[src/rtl/vga_timing_gen.sv]
// vga_timing_gen: programmable VGA sync/DE generator with a latency-matched
// pixel-request pipeline and frame-synchronous test patterns.
// Ports: clk25MHz pixel clock, rst async active-low reset;
//   mode/solid_rgb select the pattern, sampled per frame (solid_rgb is live);
//   pix_req/pix_x/pix_y request a pixel, pix_in returns PIX_LAT clocks later;
//   hsync/vsync/de/rgb/frame_start/line_start are aligned outputs.
module vga_timing_gen #(
    parameter int   H_ACTIVE = 640,
    parameter int   H_FPORCH = 16,
    parameter int   H_SYNC   = 96,
    parameter int   H_BPORCH = 48,
    parameter int   V_ACTIVE = 480,
    parameter int   V_FPORCH = 10,
    parameter int   V_SYNC   = 2,
    parameter int   V_BPORCH = 33,
    parameter logic H_POL    = 1'b0,
    parameter logic V_POL    = 1'b0,
    parameter int   CW       = 11,
    parameter int   PIX_LAT  = 2,
    parameter int   RGB_W    = 8
) (
    input  logic             clk25MHz,
    input  logic             rst,
    input  logic [1:0]       mode,
    input  logic [RGB_W-1:0] solid_rgb,
    output logic             pix_req,
    output logic [CW-1:0]    pix_x,
    output logic [CW-1:0]    pix_y,
    input  logic [RGB_W-1:0] pix_in,
    output logic             hsync,
    output logic             vsync,
    output logic             de,
    output logic [RGB_W-1:0] rgb,
    output logic             frame_start,
    output logic             line_start
);

    localparam int H_TOTAL = H_ACTIVE + H_FPORCH + H_SYNC + H_BPORCH;
    localparam int V_TOTAL = V_ACTIVE + V_FPORCH + V_SYNC + V_BPORCH;

    localparam logic [CW-1:0] H_LAST = CW'(H_TOTAL - 1);
    localparam logic [CW-1:0] V_LAST = CW'(V_TOTAL - 1);
    localparam logic [CW-1:0] H_ACT  = CW'(H_ACTIVE);
    localparam logic [CW-1:0] V_ACT  = CW'(V_ACTIVE);
    localparam logic [CW-1:0] H_SS   = CW'(H_ACTIVE + H_FPORCH);
    localparam logic [CW-1:0] H_SE   = CW'(H_ACTIVE + H_FPORCH + H_SYNC);
    localparam logic [CW-1:0] V_SS   = CW'(V_ACTIVE + V_FPORCH);
    localparam logic [CW-1:0] V_SE   = CW'(V_ACTIVE + V_FPORCH + V_SYNC);

    // Bar colour field split {R,G,B}, MSB first; gives 3-3-2 at RGB_W = 8.
    // For other widths each field is all-ones or zero.
    localparam int BW = RGB_W / 3;
    localparam int RW = (RGB_W - BW) / 2;
    localparam int GW = RGB_W - BW - RW;

    // Bundle carried down the alignment pipeline.
    localparam int PW = 10;

    logic [CW-1:0]    r_hcnt;
    logic [CW-1:0]    r_vcnt;
    logic [1:0]       r_mode;
    logic             r_hsync;
    logic             r_vsync;
    logic             r_de;
    logic [RGB_W-1:0] r_rgb;
    logic             r_fs;
    logic             r_ls;

    logic             w_hact;
    logic             w_vact;
    logic             w_req;
    logic             w_hs0;
    logic             w_vs0;
    logic             w_origin;
    logic             w_fs0;
    logic             w_ls0;
    logic [1:0]       w_mode0;
    logic [2:0]       w_bar0;
    logic [PW-1:0]    w_s0;
    logic [PW-1:0]    w_sn;
    logic             w_hsn;
    logic             w_vsn;
    logic             w_den;
    logic             w_fsn;
    logic             w_lsn;
    logic [1:0]       w_moden;
    logic [2:0]       w_barn;
    logic [RGB_W-1:0] w_pix;

    function automatic logic [RGB_W-1:0] bar_rgb(input logic [2:0] idx);
        logic [2:0]       c;
        logic [RGB_W-1:0] o;
        case (idx)
            3'd0:    c = 3'b111;
            3'd1:    c = 3'b110;
            3'd2:    c = 3'b011;
            3'd3:    c = 3'b010;
            3'd4:    c = 3'b101;
            3'd5:    c = 3'b100;
            3'd6:    c = 3'b001;
            default: c = 3'b000;
        endcase
        for (int i = 0; i < RGB_W; i++) begin
            if (i < BW)           o[i] = c[0];
            else if (i < BW + GW) o[i] = c[1];
            else                  o[i] = c[2];
        end
        return o;
    endfunction

    always_ff @(posedge clk25MHz or negedge rst) begin
        if (!rst) begin
            r_hcnt <= '0;
            r_vcnt <= '0;
        end else if (r_hcnt == H_LAST) begin
            r_hcnt <= '0;
            r_vcnt <= (r_vcnt == V_LAST) ? '0 : r_vcnt + 1'b1;
        end else begin
            r_hcnt <= r_hcnt + 1'b1;
        end
    end

    assign w_hact   = r_hcnt < H_ACT;
    assign w_vact   = r_vcnt < V_ACT;
    assign w_req    = w_hact && w_vact;
    assign w_hs0    = (r_hcnt >= H_SS) && (r_hcnt < H_SE);
    assign w_vs0    = (r_vcnt >= V_SS) && (r_vcnt < V_SE);
    assign w_origin = (r_hcnt == '0) && (r_vcnt == '0);
    assign w_fs0    = w_req && w_origin;
    assign w_ls0    = w_req && (r_hcnt == '0);

    assign pix_req  = w_req;
    assign pix_x    = w_req ? r_hcnt : '0;
    assign pix_y    = w_req ? r_vcnt : '0;

    // The origin pixel uses the live mode so the whole frame agrees
    // with the value captured into r_mode on that same clock.
    assign w_mode0  = w_origin ? mode : r_mode;

    always_ff @(posedge clk25MHz or negedge rst) begin
        if (!rst) begin
            r_mode <= 2'd0;
        end else if (w_origin) begin
            r_mode <= mode;
        end
    end

    // Bar index by threshold compare chain instead of a divider.
    always_comb begin
        w_bar0 = 3'd0;
        for (int k = 1; k < 8; k++) begin
            if (r_hcnt >= CW'(k * H_ACTIVE / 8)) begin
                w_bar0 = 3'(k);
            end
        end
    end

    assign w_s0 = {w_hs0, w_vs0, w_req, w_fs0, w_ls0, w_mode0, w_bar0};

    generate
        if (PIX_LAT == 0) begin : g_nolat
            assign w_sn = w_s0;
        end else begin : g_lat
            logic [PW-1:0] r_dly [PIX_LAT];
            always_ff @(posedge clk25MHz or negedge rst) begin
                if (!rst) begin
                    for (int i = 0; i < PIX_LAT; i++) begin
                        r_dly[i] <= '0;
                    end
                end else begin
                    r_dly[0] <= w_s0;
                    for (int i = 1; i < PIX_LAT; i++) begin
                        r_dly[i] <= r_dly[i-1];
                    end
                end
            end
            assign w_sn = r_dly[PIX_LAT-1];
        end
    endgenerate

    assign {w_hsn, w_vsn, w_den, w_fsn, w_lsn, w_moden, w_barn} = w_sn;

    always_comb begin
        w_pix = '0;
        if (w_den) begin
            case (w_moden)
                2'd0:    w_pix = pix_in;
                2'd1:    w_pix = bar_rgb(w_barn);
                2'd2:    w_pix = solid_rgb;
                default: w_pix = '0;
            endcase
        end
    end

    always_ff @(posedge clk25MHz or negedge rst) begin
        if (!rst) begin
            r_hsync <= ~H_POL;
            r_vsync <= ~V_POL;
            r_de    <= 1'b0;
            r_rgb   <= '0;
            r_fs    <= 1'b0;
            r_ls    <= 1'b0;
        end else begin
            r_hsync <= w_hsn ? H_POL : ~H_POL;
            r_vsync <= w_vsn ? V_POL : ~V_POL;
            r_de    <= w_den;
            r_rgb   <= w_pix;
            r_fs    <= w_fsn;
            r_ls    <= w_lsn;
        end
    end

    assign hsync       = r_hsync;
    assign vsync       = r_vsync;
    assign de          = r_de;
    assign rgb         = r_rgb;
    assign frame_start = r_fs;
    assign line_start  = r_ls;

endmodule

[config.mk]
export PLATFORM = sky130hd
export DESIGN_NAME = vga_timing_gen
export DESIGN_NICKNAME = d
export VERILOG_FILES = /design/src/rtl/vga_timing_gen.sv
export SDC_FILE = /design/constraint.sdc
export NUM_CORES = 1
export LEC_CHECK = 0
export BUFFER_PORTS_ARGS = -buffer_cell sky130_fd_sc_hd__buf_2
export CAP_MARGIN = 10
export CORE_MARGIN = 2
export CORE_UTILIZATION = 30
export CTS_BUF_LIST = sky130_fd_sc_hd__clkbuf_4 sky130_fd_sc_hd__clkbuf_8 sky130_fd_sc_hd__clkbuf_16
export DETAILED_ROUTE_END_ITERATION = 8
export SETUP_SLACK_MARGIN = 0.2
export SLEW_MARGIN = 30
export SYNTH_ARGS = -nofsm -noshare
export SYNTH_HDL_FRONTEND = slang
export SYNTH_SLANG_ARGS = --single-unit
[constraint.sdc]
create_clock -name clk25MHz -period 1.8 [get_ports clk25MHz]
set_input_delay 0.09 -clock clk25MHz [delete_from_list [all_inputs] [get_ports clk25MHz]]
set_output_delay 0.09 -clock clk25MHz [all_outputs]
set_load 0.05 [all_outputs]
==> summary.md <==
| Metric | Value |
|---|---|
| Outcome | complete, no violations |
| Clk Latency, worst-skew pair | 0.31 ns |
| Post-DRT Antenna Nets | 0 |
| Port bufs | 52 |
| Min Tclk post-route | 1.75 ns |
| Total Routing Usage GR | 13.7% |
| Synthesis-stage register bit count | 55 |
| GPL Wtd Cong | 0.809 |
| Synth Area in Simple Gates | 24.5% |
| Mux contribution to synthesized area | 1.28% |
| Final non-filler cell total | 449 |
| Max Clk Rate | 570 MHz |
| Routed len/inst | 13.9 µm |
| Crit-path slowest cell | dfrtp_1 |
| Fill count | 771 |
| CP bufs+invs | 3 |
| Fin. Hold Viols | 0 |
| Yosys top cell by area | dfrtp_1 |
| ANT cells | 0 |
| Yosys cell types | 42 |
| Hpwl dp | 3.95 mm |
| Vias in the first global route | 2074 |
| Total grt overflow | 0 |
| Post-synth top flop | dfrtp_1 |
| Synthesis-to-finish area growth | 51.0% |
| Clock root cell | clkbuf_8 |
| Synth top area share | 52.3% |
| Antenna violations before repair | 0 |
| Peak supply drop | 0.302 mV |
| DRC viols | 0 |
| Share of layout cells above drive strength 1 | 48.3% |
| Seq/Total Area, Yosys | 54.4% |
| CP Launch Type | register |
| Final Core Density | 46.6% |
| First-pass GRT wire length | 9.69 mm |
| Post-layout instance area | 3820 µm² |
| Synth Area in XOR/XNOR | 4.49% |
| Syn Area/Cell | 10.3 µm² |
| WL final | 6.25 mm |
| WP data arrival | 1.66 ns |
| Hold_sp | mode[0] |
| Max_cap viols | 0 |
| Finish-stage setup viols | 0 |
| Worst setup path startpoint | r_vcnt[10]$_DFFE_PN0N_ |
| Cell Chain, Critical Path | nor3_2 -> and3_4 -> buf_6 -> clkinv_8 -> nor2_4 -> buf_8 |
| CP max stage delay | 0.44 ns |
| FF-to-FF setup slack | 0.08 ns |
| Nets@finish | 367 |
| Clk_skew | 0.00309 ns |
| Crit end category | output pin |
| Synth Instances | 247 |
| Max clock buf depth | 2 |
| Worst-path clk slew | 0.10 ns |
| WS Path Type | reg2out |
| TritonCTS clock tree | done |
| Initial drt markers | 129 |
| Synth top area cells | dfrtp_1 52%, a21oi_1 4.0%, nor2_1 3.4% |
| Synth Area in Adders | 2.77% |
| Core area | 8220 µm² |
| Leak | 1.77 nW |
| Placed cells | 408 |
| Largest net degree at the start of global routing | 56 |
| Via density | 4.77 |
| Fraction of registers with async set/reset | 100% |
| Via count | 2143 |
| Syn Std Cell Area | 2530 µm² |
| Commonest cells after routing, fill and taps aside | 46 x dfrtp_1, 37 x buf_4, 33 x buf_2 |
| EDFF count, synth | 0 |
| Die width | 95.9 µm |
| Drt first pass iters | 4 |
| Compound-Gate Fraction of Synth Area | 7.60% |
| Clk sink count | 55 |
| Cell area power density | 562 nW/µm² |
| RSZ-0062 raised after global routing | yes |
| Chip height | 95.9 µm |
| Post-DP Area | 3060 µm² |
| # H-tree levels | 2 |
| Yosys Warn Count | 0 |
| Worst hold path class | in2reg |
| Final worst path period share | 97.4% |
| Worst flop-to-flop path startpoint | r_vcnt[1]$_DFFE_PN0N_ |
| Slew Limit Fails | 0 |
| Initial core utilization | 30.8% |
| Io pins | 56 |
| FP Rows | 33 |
| Worst Path Required | 1.71 ns |
| Largest family of logic cells by synthesized area | simple AND/OR/NAND/NOR gates |
| DIE AREA | 9200 µm² |
| Most common cell after layout, fill and taps aside | dfrtp_1 |
| Critical path fanouts, max | 5 |
| CTS buffer count | 5 |
| CP delay by family, top | simple AND/OR/NAND/NOR gates |
-- per-layer routing --
layer / part of all wire (%) / wire (µm) / track usage (%) / vias to the layer above
met5: 0 / 0 / 0 / -
met4: 2.3 / 146 / 5.24 / 0
met3: 5.0 / 314 / 2.90 / 13
met2: 49 / 3040 / 22.8 / 68
met1: 44 / 2760 / 17.4 / 1040
li1: - / - / - / 1022
-- final cells by class --
| cell class | instances | area [µm²] | share of cell area, % |
|---|---|---|---|
| Multi-Input combinational cell | 168 | 1270 | 33.1 |
| Timing Repair inverter | 1 | 16.3 | 0.425 |
| Clock buffer | 6 | 82.6 | 2.16 |
| Inverter | 12 | 61.3 | 1.60 |
| Tap cell | 105 | 131 | 3.43 |
| Sequential cell | 55 | 1390 | 36.3 |
| Timing Repair Buffer | 100 | 862 | 22.5 |
| Clock inverter | 2 | 16.3 | 0.425 |
-- cell usage after synthesis, drive strengths merged, types with 8 or more instances --
cell type,n
nand2b,11
nor2b,10
dfrtp,53
a21oi,20
nand3,12
buf,8
nor3,8
and2,12
nor2,23
xnor2,8
nand4,9
inv,11
o21ai,9
-- final timing paths --
| check | end | cells past startpoint |
|---|---|---|
| max in group asynchronous | vsync$_DFF_PN1_ | 3 |
| min reg2reg | w_sn[7]$_DFF_PN0_ | 0 |
| min | g_lat.r_dly[13]$_DFFE_PN0P_ | 2 |
| max reg2reg | g_lat.r_dly[14]$_DFFE_PN0P_ | 6 |
| min in group asynchronous | rgb[0]$_DFF_PN0_ | 3 |
| max | pix_x[1] | 6 |
-- state kept, by name, indices dropped and copies added, names as in the netlist --
signal	count
r_hcnt	11
r_vcnt	11
g_lat.r_dly	10
w_sn	10
rgb	8
de	1
frame_start	1
hsync	1
line_start	1
vsync	1
-- report_power, final --
group          switching, mW  internal [mW]  leakage (nW)  total, mW
sequential            0.0100           1.25         0.698       1.26
combinational          0.120         0.0488          1.03      0.169
clock                  0.404          0.315        0.0474      0.719
total                  0.534           1.62          1.77       2.15
-- repair_timing --
| item | in CTS | in global routing |
|---|---|---|
| endpoints found under the hold margin | 53 | 0 |
| cloned | 2 | 1 |
| hold buffers | 1 | 0 |
| resized for setup | 88 | 32 |
| setup buffers | 20 | 9 |
| pin swaps | 11 | 12 |
| endpoints found under the setup margin | 26 | 35 |
-- cell families after synthesis --
kind of cell / count (synthesis)
xor gates and xnor gates: 13
buffers and inverters: 26
other: 1
adders and majority gates: 6
and+or+nand+nor: 108
DFF: 55
muxes: 3
AOI/OAI and AO/OA: 35
-- stage by stage --
stage	setup slack, ns	hold WS, ns	total power, mW	setup TNS (ns)
floorplan	0.179	-0.206	1.39	0
global placement	0.0939	0.107	1.46	0
global route	-0.0418	0.00676	2.24	-0.373
detailed placement	0.0251	0.108	1.46	0
finish	0.0461	0.0182	2.15	0
CTS	0.0512	0.00911	2.18	0
No activity file was read; power rests on OpenSTA's default activity.
